--- config.mk ---
export PLATFORM = sky130hd
export DESIGN_NAME = logs_sweep_sched
export DESIGN_NICKNAME = d
export VERILOG_FILES = /design/src/rtl/logs_sweep_sched.sv
export SDC_FILE = /design/constraint.sdc
export NUM_CORES = 1
export LEC_CHECK = 0
export BUFFER_PORTS_ARGS = -buffer_cell sky130_fd_sc_hd__buf_4
export CORE_MARGIN = 2
export CORE_UTILIZATION = 24
export CTS_CLUSTER_DIAMETER = 150
export DETAILED_ROUTE_END_ITERATION = 8
export GPL_TIMING_DRIVEN = 0
export HOLD_SLACK_MARGIN = 0.1
export SLEW_MARGIN = 30
export SYNTH_ARGS = -nofsm -noshare
export SYNTH_HDL_FRONTEND = slang
export SYNTH_SLANG_ARGS = --single-unit
--- constraint.sdc ---
create_clock -name clk -period 2.2 [get_ports clk]
set_input_delay 0.33 -clock clk [delete_from_list [all_inputs] [get_ports clk]]
set_output_delay 0.33 -clock clk [all_outputs]
set_load 0.01 [all_outputs]
--- src/rtl/logs_sweep_sched.sv ---
// logs_sweep_sched: sweeps the logistic-map parameter r across [INITIAL_R, 4.0).
// For each r value it discards SETTLE_LEN map iterations, forwards PLAY_LEN
// iterations to the oscillators, then spends one ADVANCE cycle restarting the
// map iterator and stepping r (coarse steps below 3.0, fine steps above).
//
// Ports:
//   clk        : clock, rising edge
//   reset      : synchronous, active-high reset
//   next_ready : pulse, map iterator has a new x
//   pause      : level, freezes sweep progress in SETTLE/PLAY
//   step_req   : pulse, abandon current r and advance now
//   r          : current r, 2.FRAC fixed point (registered)
//   x_accept   : combinational, load current x into an oscillator slot
//   restart    : pulse during ADVANCE, iterator reloads its seed
//   wrapped    : pulse, r wrapped back to INITIAL_R
//   state      : debug state (SETTLE=0, PLAY=1, ADVANCE=2)
module logs_sweep_sched #(
    parameter int unsigned FRAC       = 8,
    parameter int unsigned SETTLE_LEN = 64,
    parameter int unsigned PLAY_LEN   = 1000,
    parameter int unsigned INITIAL_R  = (1 << FRAC) | (1 << (FRAC - 4))
) (
    input  logic            clk,
    input  logic            reset,
    input  logic            next_ready,
    input  logic            pause,
    input  logic            step_req,
    output logic [FRAC+1:0] r,
    output logic            x_accept,
    output logic            restart,
    output logic            wrapped,
    output logic [1:0]      state
);

    localparam int unsigned RW      = FRAC + 2;
    localparam int unsigned MAX_LEN = (SETTLE_LEN > PLAY_LEN) ? SETTLE_LEN : PLAY_LEN;
    localparam int unsigned CNT_W   = (MAX_LEN > 1) ? $clog2(MAX_LEN) : 1;

    typedef enum logic [1:0] {
        SETTLE  = 2'd0,
        PLAY    = 2'd1,
        ADVANCE = 2'd2
    } state_e;

    state_e           state_q, state_d;
    logic [CNT_W-1:0] cnt_q, cnt_d;
    logic [RW-1:0]    r_q, r_d;
    logic             restart_q, restart_d;
    logic             wrapped_q, wrapped_d;

    // Candidate next r: one extra bit catches the overflow past 4.0.
    logic [RW:0]      r_sum;
    logic [RW-1:0]    r_inc;
    logic             count_en;

    assign r_inc    = (r_q[RW-1:RW-2] < 2'b11) ? RW'(4) : RW'(1);
    assign r_sum    = {1'b0, r_q} + {1'b0, r_inc};
    assign count_en = next_ready & ~pause;

    // State register.
    always_ff @(posedge clk) begin
        if (reset) begin
            state_q   <= SETTLE;
            cnt_q     <= '0;
            r_q       <= RW'(INITIAL_R);
            restart_q <= 1'b0;
            wrapped_q <= 1'b0;
        end else begin
            state_q   <= state_d;
            cnt_q     <= cnt_d;
            r_q       <= r_d;
            restart_q <= restart_d;
            wrapped_q <= wrapped_d;
        end
    end

    // Next-state logic; restart is registered on entry so it covers exactly the ADVANCE cycle,
    // and wrapped is registered with the new r so it lands in the following cycle.
    always_comb begin
        state_d   = state_q;
        cnt_d     = cnt_q;
        r_d       = r_q;
        restart_d = 1'b0;
        wrapped_d = 1'b0;
        case (state_q)
            SETTLE: begin
                if (step_req) begin
                    state_d   = ADVANCE;
                    cnt_d     = '0;
                    restart_d = 1'b1;
                end else if (count_en) begin
                    if (cnt_q == CNT_W'(SETTLE_LEN - 1)) begin
                        state_d = PLAY;
                        cnt_d   = '0;
                    end else begin
                        cnt_d = cnt_q + CNT_W'(1);
                    end
                end
            end
            PLAY: begin
                if (step_req || (count_en && cnt_q == CNT_W'(PLAY_LEN - 1))) begin
                    state_d   = ADVANCE;
                    cnt_d     = '0;
                    restart_d = 1'b1;
                end else if (count_en) begin
                    cnt_d = cnt_q + CNT_W'(1);
                end
            end
            ADVANCE: begin
                state_d = SETTLE;
                cnt_d   = '0;
                if (r_sum[RW]) begin
                    r_d       = RW'(INITIAL_R);
                    wrapped_d = 1'b1;
                end else begin
                    r_d = r_sum[RW-1:0];
                end
            end
            default: begin
                state_d = SETTLE;
                cnt_d   = '0;
            end
        endcase
    end

    // Zero-latency accept so the oscillator captures x in the same cycle it is offered.
    assign x_accept = next_ready & ~pause & ~reset & (state_q == PLAY);

    assign r       = r_q;
    assign restart = restart_q;
    assign wrapped = wrapped_q;
    assign state   = state_q;

endmodule

==> impl_metrics.toml <==
[logic_synthesis]
synth_compound_area_share_pct = 15.54
synth_xor_area_share_pct = 10.88
ys_ff_latch = 24
ys_seq_area_share_pct = 39.79
muxShareOfSynthArea_pct = 0
synthFlopType = "dfxtp_1"
synthSimpleGateAreaFrac_pct = 27.46
synth_area_leader_cell = "dfxtp_1"
synth_fa_ha_area_share_pct = 4.145
synthTopCellsByArea = "dfxtp_1 40%, xor2_1 6.5%, nor2_1 5.3%, xnor2_1 4.4%, ha_1 4.1%"
synth_top_family_by_area = "simple AND/OR/NAND/NOR gates"
async_flop_share_pct = 0
yosysWarnings = 0
yosysUniqueCellTypes = 40
synth_area_um2 = 1207
synthCells = 137
synth_top_area_share_pct = 39.79
syn_area_per_cell_um2 = 8.813
synth_nets = 146
synth_edf_count = 0

[setup_path]
worstPathMaxFanout = 9
timing.rr.start = "r[8]$_SDFFE_PP1N_"
worstSetupEndpointType = "register"
crit_chain = "nand2_1 > inv_1 > ha_1 > ha_1 > a21o_1 > nand4_1 > o21bai_2 > nor2_1"
rr_endpoint = "r[5]$_SDFFE_PP0N_"
path_class = "register to register"
startpoint_type = "register"
crit_required_ps = 2340
crit_family = "compound AO/OA/AOI/OAI gates"
r2r.worst_path.cells = 8
timing.critical_path.mode_cell = "ha_1"
r2r_slack_ps = 270
critPathArrivalTime_ps = 2070
worst-path-buf-inv = 1
crit_slowest_cell = "dfxtp_1"
critical-path-max-stage-delay_ps = 410

[sta]
setup_viol = 0
tns_ps = 0
relSlewSlack_pct = 65.20
fmax_mhz = 519.1
skew_ps = 1.781
slew_viol_final = 0
whs_ps = 310.7
fin_crit_sh_pct = 87.57
setup_ws_ps = 273.6
finalHoldViolations = 0
fin_crit_ps = 1926
tightestPinTransition_ps = 508.9
rsz0062_at_grt = "no"

[power_and_ir_drop]
p_clk_share_pct = 33.9
p_comb_share_pct = 7.8
p_seq_share_pct = 58.3
ir_worst_vdd_v = 0.0001878
power_switching_share_pct = 23.11
p_sw_mw = 0.1761
p_int_mw = 0.5860
powerDensity_nw_per_um2 = 519.3
design_power_total_mw = 0.7622
p_leak_nw = 0.5329

[clocking]
clockRootBuffer = "clkbuf_8"
numCtsBuffers = 3
post_cts_resized = 0
clock_latency_ps = 260
cts.path.max_buffers = 2
cts_tree = "built"
cts_setup_buffers = 0
numClockSinks = 24
postCtsHoldBufs = 0
cts_htree_levels = 1
clk_pin_slew_worst_paths_ps = 80

[global_routing]
met2_usage_pct = 14.42
track_usage_pct = 9.599
grt_antenna_before_repair = 0
grt_first_pass_wirelength_mm = 4.174
grt_pass1_vias = 927
grt.overflow.total = 0
grt_max_degree = 13
met1_usage_pct = 13.09
use_met3_pct = 2.945
top_usage_layer = "met2"

[route]
drt_first_pass_iters = 4
viasPerCell = 4.524
wl_per_cell_um = 11.18
drc = 0
num_vias = 1018
routed_wl_mm = 2.516
ant_nets = 0
first_iter_violations = 65

[die]
rows = 25
fp.dieArea_um2 = 5615
dieHeight_um = 74.93
start_util_pct = 25.23
io-pin-count = 20
core_area_um2 = 4786
chipWidth_um = 74.93

[place]
port_buffers = 18
place_ws_ps = 281.0
post-dp-hpwl_mm = 1.835
place_congestion = 0.7875

[worst_hold_path]
hold_depth = 2
min-delay-start = "step_req"
hold_path.class = "input pin to register"
min_to = "state[1]$_SDFFE_PP0P_"

[layout]
final_core_util_pct = 30.67
drive_above_1_share_pct = 15.19
area_delta_synth_final_pct = 21.55
diodes = 0
fin_nets = 169

[run_status]
status = "complete, no violations"

[job]
cap_viol_max_count = 0
area by class of cell:
type	instances	area (um^2)
inverters	4	15.01
fillers	519	3318
plain buffers	3	11.26
well taps	67	83.83
repair buffers	18	135.1
multi-input cells	106	700.7
flip-flops and latches	24	480.5
clock buffers	3	41.29
cells in the mapped netlist, types with 2 or more instances:
library cell and number:
dfxtp_1 24, nor2_1 17, nand2_1 12, xor2_1 9
a21oi_1 7, xnor2_1 6, and4_1 4, ha_1 4
inv_1 4, nand3_1 4, nand4_1 4, clkbuf_1 3
nand2b_1 3, nor3_1 3, o21a_1 3, a2111oi_0 2
a311oi_1 2, and3_1 2, nor2b_1 2, o2111ai_1 2
kinds of logic after synthesis:
kind of cell / count (synthesis)
adder cells (fa/ha/maj): 4
AND/OR/NAND/NOR: 61
buffers and inverters: 7
AO/OA/AOI/OAI: 26
flip-flops: 24
XOR/XNOR: 15
registers in the layout, indices dropped and copies added, names as in the netlist:
name,count
r,10
restart,1
state,2
wrapped,1
cnt_q,10
layout by cell type, fill, tap and decap left out, drive strengths merged, types with 2 or more instances in the layout:
cell and instances:
clkbuf 6, and4 4, and3 2, nand2b 3
o2111ai 2, o21ai 2, a2111oi 2, a21oi 7
a311oi 2, ha 4, nor2b 2, nor3 3
buf 18, nand3 4, xnor2 6, nand2 12
o21a 3, xor2 9, nand4 4, nor2 17
dfxtp 24, inv 4
power by group through the flow:
stage	Combinational, mW	Sequential [mW]	Clock (mW)
3_5_place_dp	0.0592	0.455	0
3_3_place_gp	0.0592	0.455	0
4_1_cts	0.0597	0.445	0.274
6_report	0.0594	0.445	0.258
2_1_floorplan	0.0359	0.456	0
5_1_grt	0.0668	0.446	0.295
worst register-to-register path, cell delays in order (launching register included):
cell and delay [ps]:
dfxtp_1 410, nand2_1 100, inv_1 80, ha_1 170, ha_1 190, a21o_1 200
nand4_1 180, o21bai_2 370, nor2_1 100
stage by stage:
stage          instances  instance area (um^2)
2_1_floorplan        137                  1207
3_3_place_gp         222                  1426
3_5_place_dp         222                  1426
4_1_cts              225                  1468
5_1_grt              225                  1468
6_report             225                  1468
how the worst max path moves through the flow:
stage                                 start  cells after the start                end
after floorplan           r[8]$_SDFFE_PP1N_                      8  r[3]$_SDFFE_PP0N_
after global placement    r[8]$_SDFFE_PP1N_                      8  r[3]$_SDFFE_PP0N_
after detailed placement  r[8]$_SDFFE_PP1N_                      8  r[5]$_SDFFE_PP0N_
after CTS                 r[8]$_SDFFE_PP1N_                      8  r[5]$_SDFFE_PP0N_
after global routing      r[8]$_SDFFE_PP1N_                      8  r[6]$_SDFFE_PP0N_
final                     r[8]$_SDFFE_PP1N_                      8  r[5]$_SDFFE_PP0N_
metal layers:
layer | vias up | routed length [um] | share of wire, %
met5 | - | 0 | 0
met4 | 0 | 0 | 0
met3 | 0 | 57 | 2.3
met2 | 14 | 1094 | 43
met1 | 464 | 1365 | 54
li1 | 540 | - | -
(Power assumes the default switching activity.)
